### src/rtl/ib_lut_ram_loader_pkg.sv
// rtl/ib_lut_ram_loader_pkg.sv - shared state encoding, geometry helpers and packing order for the LUT RAM loader
package ib_lut_ram_loader_pkg;

    typedef enum logic [1:0] {
        ST_IDLE = 2'd0,
        ST_FILL = 2'd1,
        ST_DONE = 2'd2
    } load_state_t;

    // First accepted symbol of a page lands in bank0, which sits in the word MSBs.
    localparam bit BANK0_MSB = 1'b1;

    function automatic int frm_w_of(input int multi_frame_num);
        return (multi_frame_num > 1) ? $clog2(multi_frame_num) : 1;
    endfunction

    function automatic int page_num_of(input int entry_addr, input int frm_w);
        return 2 ** (entry_addr - frm_w);
    endfunction

endpackage

### src/rtl/ib_lut_ram_loader_if.sv
// rtl/ib_lut_ram_loader_if.sv - symbol stream and RAM write port bundle of the LUT RAM loader
interface ib_lut_ram_loader_if #(
    parameter int LUT_PORT_SIZE = 2,
    parameter int BANK_NUM      = 2,
    parameter int ENTRY_ADDR    = 4
);
    logic [LUT_PORT_SIZE-1:0]          sym_in;
    logic                              sym_valid;
    logic                              sym_ready;
    logic [ENTRY_ADDR-1:0]             page_addr_ram;
    logic [LUT_PORT_SIZE*BANK_NUM-1:0] ram_write_data_0;
    logic                              ib_ram_we;

    modport master (
        input  sym_in, sym_valid,
        output sym_ready, page_addr_ram, ram_write_data_0, ib_ram_we
    );

    modport slave (
        output sym_in, sym_valid,
        input  sym_ready, page_addr_ram, ram_write_data_0, ib_ram_we
    );
endinterface

### src/rtl/ib_lut_sym_packer.sv
// rtl/ib_lut_sym_packer.sv - shifts accepted LUT symbols into a BANK_NUM-wide word and flags word completion
module ib_lut_sym_packer
    import ib_lut_ram_loader_pkg::*;
#(
    parameter int LUT_PORT_SIZE = 2,
    parameter int BANK_NUM      = 2
) (
    input  logic                              write_clk,
    input  logic                              rstn,
    input  logic                              clear,
    input  logic                              accept,
    input  logic [LUT_PORT_SIZE-1:0]          sym_in,
    output logic                              word_valid,
    output logic [LUT_PORT_SIZE*BANK_NUM-1:0] word
);
    localparam int WORD_W = LUT_PORT_SIZE * BANK_NUM;
    localparam int PACK_W = WORD_W - LUT_PORT_SIZE;
    localparam int CNT_W  = (BANK_NUM > 1) ? $clog2(BANK_NUM) : 1;

    logic [CNT_W-1:0]  bank_cnt;
    logic [PACK_W-1:0] pack_q;
    logic [WORD_W-1:0] next_pack;
    logic              last_bank;

    // pack_q only keeps the symbols already received; the word completes combinationally
    // with the current symbol so the top can register it on the same edge.
    generate
        if (BANK0_MSB) begin : g_msb_first
            assign next_pack = {pack_q, sym_in};
        end else begin : g_lsb_first
            assign next_pack = {sym_in, pack_q};
        end
    endgenerate

    assign last_bank  = (bank_cnt == CNT_W'(BANK_NUM - 1));
    assign word_valid = accept && last_bank;
    assign word       = next_pack;

    always_ff @(posedge write_clk or negedge rstn) begin
        if (!rstn) begin
            bank_cnt <= '0;
            pack_q   <= '0;
        end else if (clear) begin
            bank_cnt <= '0;
            pack_q   <= '0;
        end else if (accept) begin
            pack_q   <= BANK0_MSB ? next_pack[PACK_W-1:0] : next_pack[WORD_W-1:LUT_PORT_SIZE];
            bank_cnt <= last_bank ? '0 : bank_cnt + 1'b1;
        end
    end
endmodule

### src/rtl/ib_lut_ram_loader.sv
// rtl/ib_lut_ram_loader.sv - LUT RAM write sequencer: packs symbols, writes one page per word for a frame
// Optional build macro IB_LOAD_CHECKSUM_EN adds an XOR checksum over written words.
module ib_lut_ram_loader
    import ib_lut_ram_loader_pkg::*;
#(
    parameter int LUT_PORT_SIZE   = 2,
    parameter int BANK_NUM        = 2,
    parameter int ENTRY_ADDR      = 4,
    parameter int MULTI_FRAME_NUM = 2,
    localparam int FRM_W          = frm_w_of(MULTI_FRAME_NUM),
    localparam int WORD_W         = LUT_PORT_SIZE * BANK_NUM
) (
    input  logic              write_clk,
    input  logic              rstn,
    input  logic              load_start,
    input  logic [FRM_W-1:0]  load_frame,
    input  logic              load_abort,
`ifdef IB_LOAD_CHECKSUM_EN
    input  logic [WORD_W-1:0] load_csum_exp,
    output logic              load_csum_err,
`endif
    ib_lut_ram_loader_if.master ram_if,
    output logic              load_busy,
    output logic              load_done
);
    localparam int PAGE_NUM = page_num_of(ENTRY_ADDR, FRM_W);
    localparam int PG_W     = ENTRY_ADDR - FRM_W;

    load_state_t       state;
    logic [FRM_W-1:0]  frame_q;
    logic [PG_W-1:0]   page_cnt;
    logic              accept;
    logic              pack_clear;
    logic              word_valid;
    logic [WORD_W-1:0] word;
`ifdef IB_LOAD_CHECKSUM_EN
    logic [WORD_W-1:0] csum_acc;
    logic [WORD_W-1:0] csum_exp_q;
`endif

    assign accept     = ram_if.sym_valid && ram_if.sym_ready;
    assign pack_clear = load_abort || (state != ST_FILL);

    ib_lut_sym_packer #(
        .LUT_PORT_SIZE (LUT_PORT_SIZE),
        .BANK_NUM      (BANK_NUM)
    ) u_packer (
        .write_clk  (write_clk),
        .rstn       (rstn),
        .clear      (pack_clear),
        .accept     (accept),
        .sym_in     (ram_if.sym_in),
        .word_valid (word_valid),
        .word       (word)
    );

    always_ff @(posedge write_clk or negedge rstn) begin
        if (!rstn) begin
            state                   <= ST_IDLE;
            frame_q                 <= '0;
            page_cnt                <= '0;
            ram_if.sym_ready        <= 1'b0;
            ram_if.page_addr_ram    <= '0;
            ram_if.ram_write_data_0 <= '0;
            ram_if.ib_ram_we        <= 1'b0;
            load_busy               <= 1'b0;
            load_done               <= 1'b0;
`ifdef IB_LOAD_CHECKSUM_EN
            csum_acc                <= '0;
            csum_exp_q              <= '0;
            load_csum_err           <= 1'b0;
`endif
        end else begin
            ram_if.ib_ram_we <= 1'b0;
            load_done        <= 1'b0;
            case (state)
                ST_IDLE: begin
                    if (!load_abort && load_start) begin
                        state            <= ST_FILL;
                        frame_q          <= load_frame;
                        page_cnt         <= '0;
                        ram_if.sym_ready <= 1'b1;
                        load_busy        <= 1'b1;
`ifdef IB_LOAD_CHECKSUM_EN
                        csum_acc         <= '0;
                        csum_exp_q       <= load_csum_exp;
                        load_csum_err    <= 1'b0;
`endif
                    end
                end
                ST_FILL: begin
                    if (load_abort) begin
                        state            <= ST_IDLE;
                        page_cnt         <= '0;
                        ram_if.sym_ready <= 1'b0;
                        load_busy        <= 1'b0;
                    end else if (word_valid) begin
                        ram_if.ram_write_data_0 <= word;
                        ram_if.page_addr_ram    <= {frame_q, page_cnt};
                        ram_if.ib_ram_we        <= 1'b1;
`ifdef IB_LOAD_CHECKSUM_EN
                        csum_acc                <= csum_acc ^ word;
`endif
                        // The last page closes the load; the counter never wraps inside FILL.
                        if (page_cnt == PG_W'(PAGE_NUM - 1)) begin
                            state            <= ST_DONE;
                            page_cnt         <= '0;
                            ram_if.sym_ready <= 1'b0;
                        end else begin
                            page_cnt <= page_cnt + 1'b1;
                        end
                    end
                end
                ST_DONE: begin
                    state     <= ST_IDLE;
                    load_busy <= 1'b0;
                    if (!load_abort) begin
                        load_done <= 1'b1;
`ifdef IB_LOAD_CHECKSUM_EN
                        load_csum_err <= (csum_acc != csum_exp_q);
`endif
                    end
                end
                default: begin
                    state            <= ST_IDLE;
                    ram_if.sym_ready <= 1'b0;
                    load_busy        <= 1'b0;
                end
            endcase
        end
    end
endmodule

### src/flat_wrapper.sv
// flat-port wrapper written by rule: the top's interface ports become plain ports
module ib_lut_ram_loader_flat import ib_lut_ram_loader_pkg::*;
#(
    parameter int LUT_PORT_SIZE   = 2,
    parameter int BANK_NUM        = 2,
    parameter int ENTRY_ADDR      = 4,
    parameter int MULTI_FRAME_NUM = 2,
    localparam int FRM_W          = frm_w_of(MULTI_FRAME_NUM),
    localparam int WORD_W         = LUT_PORT_SIZE * BANK_NUM
)
  (write_clk, rstn, load_start, load_frame, load_abort, load_busy, load_done, ram_if_sym_in, ram_if_sym_valid, ram_if_sym_ready, ram_if_page_addr_ram, ram_if_ram_write_data_0, ram_if_ib_ram_we);
  ib_lut_ram_loader_if #(.LUT_PORT_SIZE(LUT_PORT_SIZE), .BANK_NUM(BANK_NUM), .ENTRY_ADDR(ENTRY_ADDR)) ram_if_i ();
  input  logic write_clk;
  input  logic rstn;
  input  logic load_start;
  input  logic [FRM_W-1:0] load_frame;
  input  logic load_abort;
  output logic load_busy;
  output logic load_done;
  input wire logic [$bits(ram_if_i.sym_in)-1:0] ram_if_sym_in;
  input wire logic [$bits(ram_if_i.sym_valid)-1:0] ram_if_sym_valid;
  output wire logic [$bits(ram_if_i.sym_ready)-1:0] ram_if_sym_ready;
  output wire logic [$bits(ram_if_i.page_addr_ram)-1:0] ram_if_page_addr_ram;
  output wire logic [$bits(ram_if_i.ram_write_data_0)-1:0] ram_if_ram_write_data_0;
  output wire logic [$bits(ram_if_i.ib_ram_we)-1:0] ram_if_ib_ram_we;
  assign ram_if_i.sym_in = ram_if_sym_in;
  assign ram_if_i.sym_valid = ram_if_sym_valid;
  assign ram_if_sym_ready = ram_if_i.sym_ready;
  assign ram_if_page_addr_ram = ram_if_i.page_addr_ram;
  assign ram_if_ram_write_data_0 = ram_if_i.ram_write_data_0;
  assign ram_if_ib_ram_we = ram_if_i.ib_ram_we;
  ib_lut_ram_loader #(.LUT_PORT_SIZE(LUT_PORT_SIZE), .BANK_NUM(BANK_NUM), .ENTRY_ADDR(ENTRY_ADDR), .MULTI_FRAME_NUM(MULTI_FRAME_NUM)) u_core (.write_clk(write_clk), .rstn(rstn), .load_start(load_start), .load_frame(load_frame), .load_abort(load_abort), .ram_if(ram_if_i), .load_busy(load_busy), .load_done(load_done));
endmodule
### config.mk
export PLATFORM = sky130hd
export DESIGN_NAME = ib_lut_ram_loader_flat
export DESIGN_NICKNAME = d
export VERILOG_FILES = /design/src/rtl/ib_lut_ram_loader_pkg.sv /design/src/rtl/ib_lut_ram_loader_if.sv /design/src/rtl/ib_lut_sym_packer.sv /design/src/rtl/ib_lut_ram_loader.sv /design/src/flat_wrapper.sv
export SDC_FILE = /design/constraint.sdc
export NUM_CORES = 1
export LEC_CHECK = 0
export CORE_MARGIN = 2
export CORE_UTILIZATION = 48
export DETAILED_ROUTE_END_ITERATION = 8
export GPL_TIMING_DRIVEN = 0
export PLACE_DENSITY_LB_ADDON = 0.2
export SYNTH_ARGS = -nofsm -noshare
export SYNTH_HDL_FRONTEND = slang
export SYNTH_SLANG_ARGS = --single-unit
### constraint.sdc
create_clock -name write_clk -period 1.68 [get_ports write_clk]
set_input_delay 0.336 -clock write_clk [delete_from_list [all_inputs] [get_ports write_clk]]
set_output_delay 0.336 -clock write_clk [all_outputs]
set_load 0.01 [all_outputs]
==> qor.yml <==
status: "complete, no violations"
layout-drive-gt1-share: 0.247
cellPowerDensity_nw_per_um2: 910
yosysTopAreaCell: "dfrtp_1"
period_share: 0.974
finalHoldViolations: 0
drt_wl_total_mm: 1.49
synth_top_area_frac: 0.576
finClkSkew_ns: 0.00627
required_ns: 1.88
cts_buffer_depth: 2
ant_nets: 0
syn-cell-area_um2: 912
drtIter0Drc: 1
nets: 104
vdd_ir_drop_max_v: 0.000543
synth_cell_types: 23
final_cell_area_um2: 1190
drv_slew: 0
diodes: 0
path_clk_slew_ns: 0.11
wl_per_cell_um: 12.7
synth.ff_latch_count: 21
die_h_um: 47.6
yosys_warnings: 0
synth-edff-count: 0
core-area_um2: 1760
drt_first_pass_iters: 4
fp.dieW_um: 47.6
worstSetupEndpointType: "flip-flop"
grtUsageTotal: 0.165
synth-main-ff-cell: "dfrtp_1"
min_path_type: "input port to flip-flop"
synth.top_cells.by_area: "dfrtp_1, mux2_2, ha_1"
startpoint_type: "input port"
yosysSeqAreaShare: 0.576
area_growth_pct: 30.6
drc: 0
ioPinCount: 20
start_util: 0.517
avgSynthCellArea_um2: 13.4
dieArea_um2: 2260
place_congestion: 0.755
cts_root_buffer: "clkbuf_4"
crit_arrival_ns: 1.83
fin_crit_ns: 1.64
worst_pin_slew_ns: 0.913
cts_htree_levels: 1
postPlaceCellArea_um2: 1130
path_max_fanout: 4
rows: 15
synthCells: 68
io_buffers: 19
grt_pass1_vias: 605
cts_buffers: 3
grt_antenna_before_repair: 0
setup_viol: 0
leakage_nw: 0.572
grt_overflow: 0
tns_ns: 0
async_flop_share: 1.00
layout_common_cells: "clkdlybuf4s50_1, dfrtp_1, mux2_2"
crit_type: "input port to flip-flop"
num_vias: 616
rsz0062_at_grt: "yes"
drv_cap: 0
cts_num_sinks: 21
cts_hold_buf: 0
clk_latency_ns: 0.31
grt_pass1_wl_mm: 2.50
cts_tree: "yes"
vias_per_cell: 5.22
dpl.hpwl_mm: 1.08
synth_nets: 78
grt_max_degree: 22
max_slew_margin: 0.390
fmax_ghz: 0.611
-- final timing paths --
path	endpoint	startpoint	depth (start not counted)	slack (ns)
worst max-delay path	u_core.page_cnt[1]	ram_if_sym_valid	4	0.04
max in group asynchronous	u_core.state[1]	rstn	1	0.53
worst max register to register	u_core.ram_if.page_addr_ram[1]	u_core.state[1]	4	0.05
worst min-delay path	u_core.load_done	load_abort	2	0.46
min in group asynchronous	u_core.u_packer.pack_q[1]	rstn	1	0.53
worst min register to register	u_core.ram_if.ram_write_data_0[0]	u_core.ram_if.ram_write_data_0[0]	1	0.50
-- cell usage after synthesis, types with 2 or more instances --
cell type,instances
dfrtp_1,21
mux2_2,10
a21oi_1,4
nand2_1,4
and2_1,3
nor3b_1,3
a21o_1,2
ha_1,2
mux2_1,2
nand3_1,2
nor2_1,2
nor3_1,2
-- through the flow --
step	util	total power, mW	hold WS [ns]	worst slack [ns]	instances
after floorplan	-	0.717	0.0404	0.140	68
after global placement	0.643	0.822	0.470	-0.404	112
after detailed placement	0.643	0.829	0.480	-0.422	112
after CTS	0.657	1.07	0.450	0.00846	116
after global routing	0.675	1.15	0.487	-0.0250	118
final	0.675	1.08	0.455	0.0429	118
-- logic make-up (layout without fill, tap and decap cells) --
logic type	count (synthesis)	count (layout)	share of synthesized area
AOI/OAI and AO/OA	9	9	0.0727
and+or+nand+nor	21	21	0.150
DFF	21	21	0.576
muxes	12	12	0.148
xor gates and xnor gates	1	1	0.00960
adders and majority gates	2	2	0.0274
buffers and inverters	2	27	0.0165
-- power by group --
group	internal, mW	total, mW	leakage (nW)	switching, mW
Sequential	0.557	0.591	0.277	0.0335
Clock	0.0928	0.238	0.0150	0.145
Combinational	0.149	0.255	0.280	0.107
Total	0.799	1.08	0.572	0.286
-- worst max-delay path: stages --
cell and delay [ns]:
clkdlybuf4s50_1 0.54, nand3_2 0.20, a221oi_4 0.38, mux2_2 0.37
-- routing by layer --
layer  vias up  global-route usage  routed length [um]
met5         -                   0                   0
met4         0              0.0486                  14
met3         2              0.0679                  81
met2        15               0.276                 743
met1       306               0.196                 653
li1        293                   -                   -
-- registers in the layout, summed over array words and instances, names as in the netlist, 2 cells and up --
name,cells
u_core.ram_if.page_addr_ram,4
u_core.state,2
u_core.u_packer.pack_q,2
u_core.ram_if.ram_write_data_0,4
u_core.page_cnt,3
-- timing repair --
item,4_1_cts,5_1_grt
pin swaps,0,2
setup buffers,0,2
hold endpoints to repair,0,0
gates resized for setup,2,4
endpoints found under the setup margin,9,12
-- area by class of cell --
class	instances	area, um2
sequential	21	529
multi-input combinational	45	385
fill	162	573
buffer	1	11.3
tap	25	31.3
inverter	1	3.75
timing repair buffer	21	204
clock buffer	4	26.3
Power figures use the tool's default switching activity.
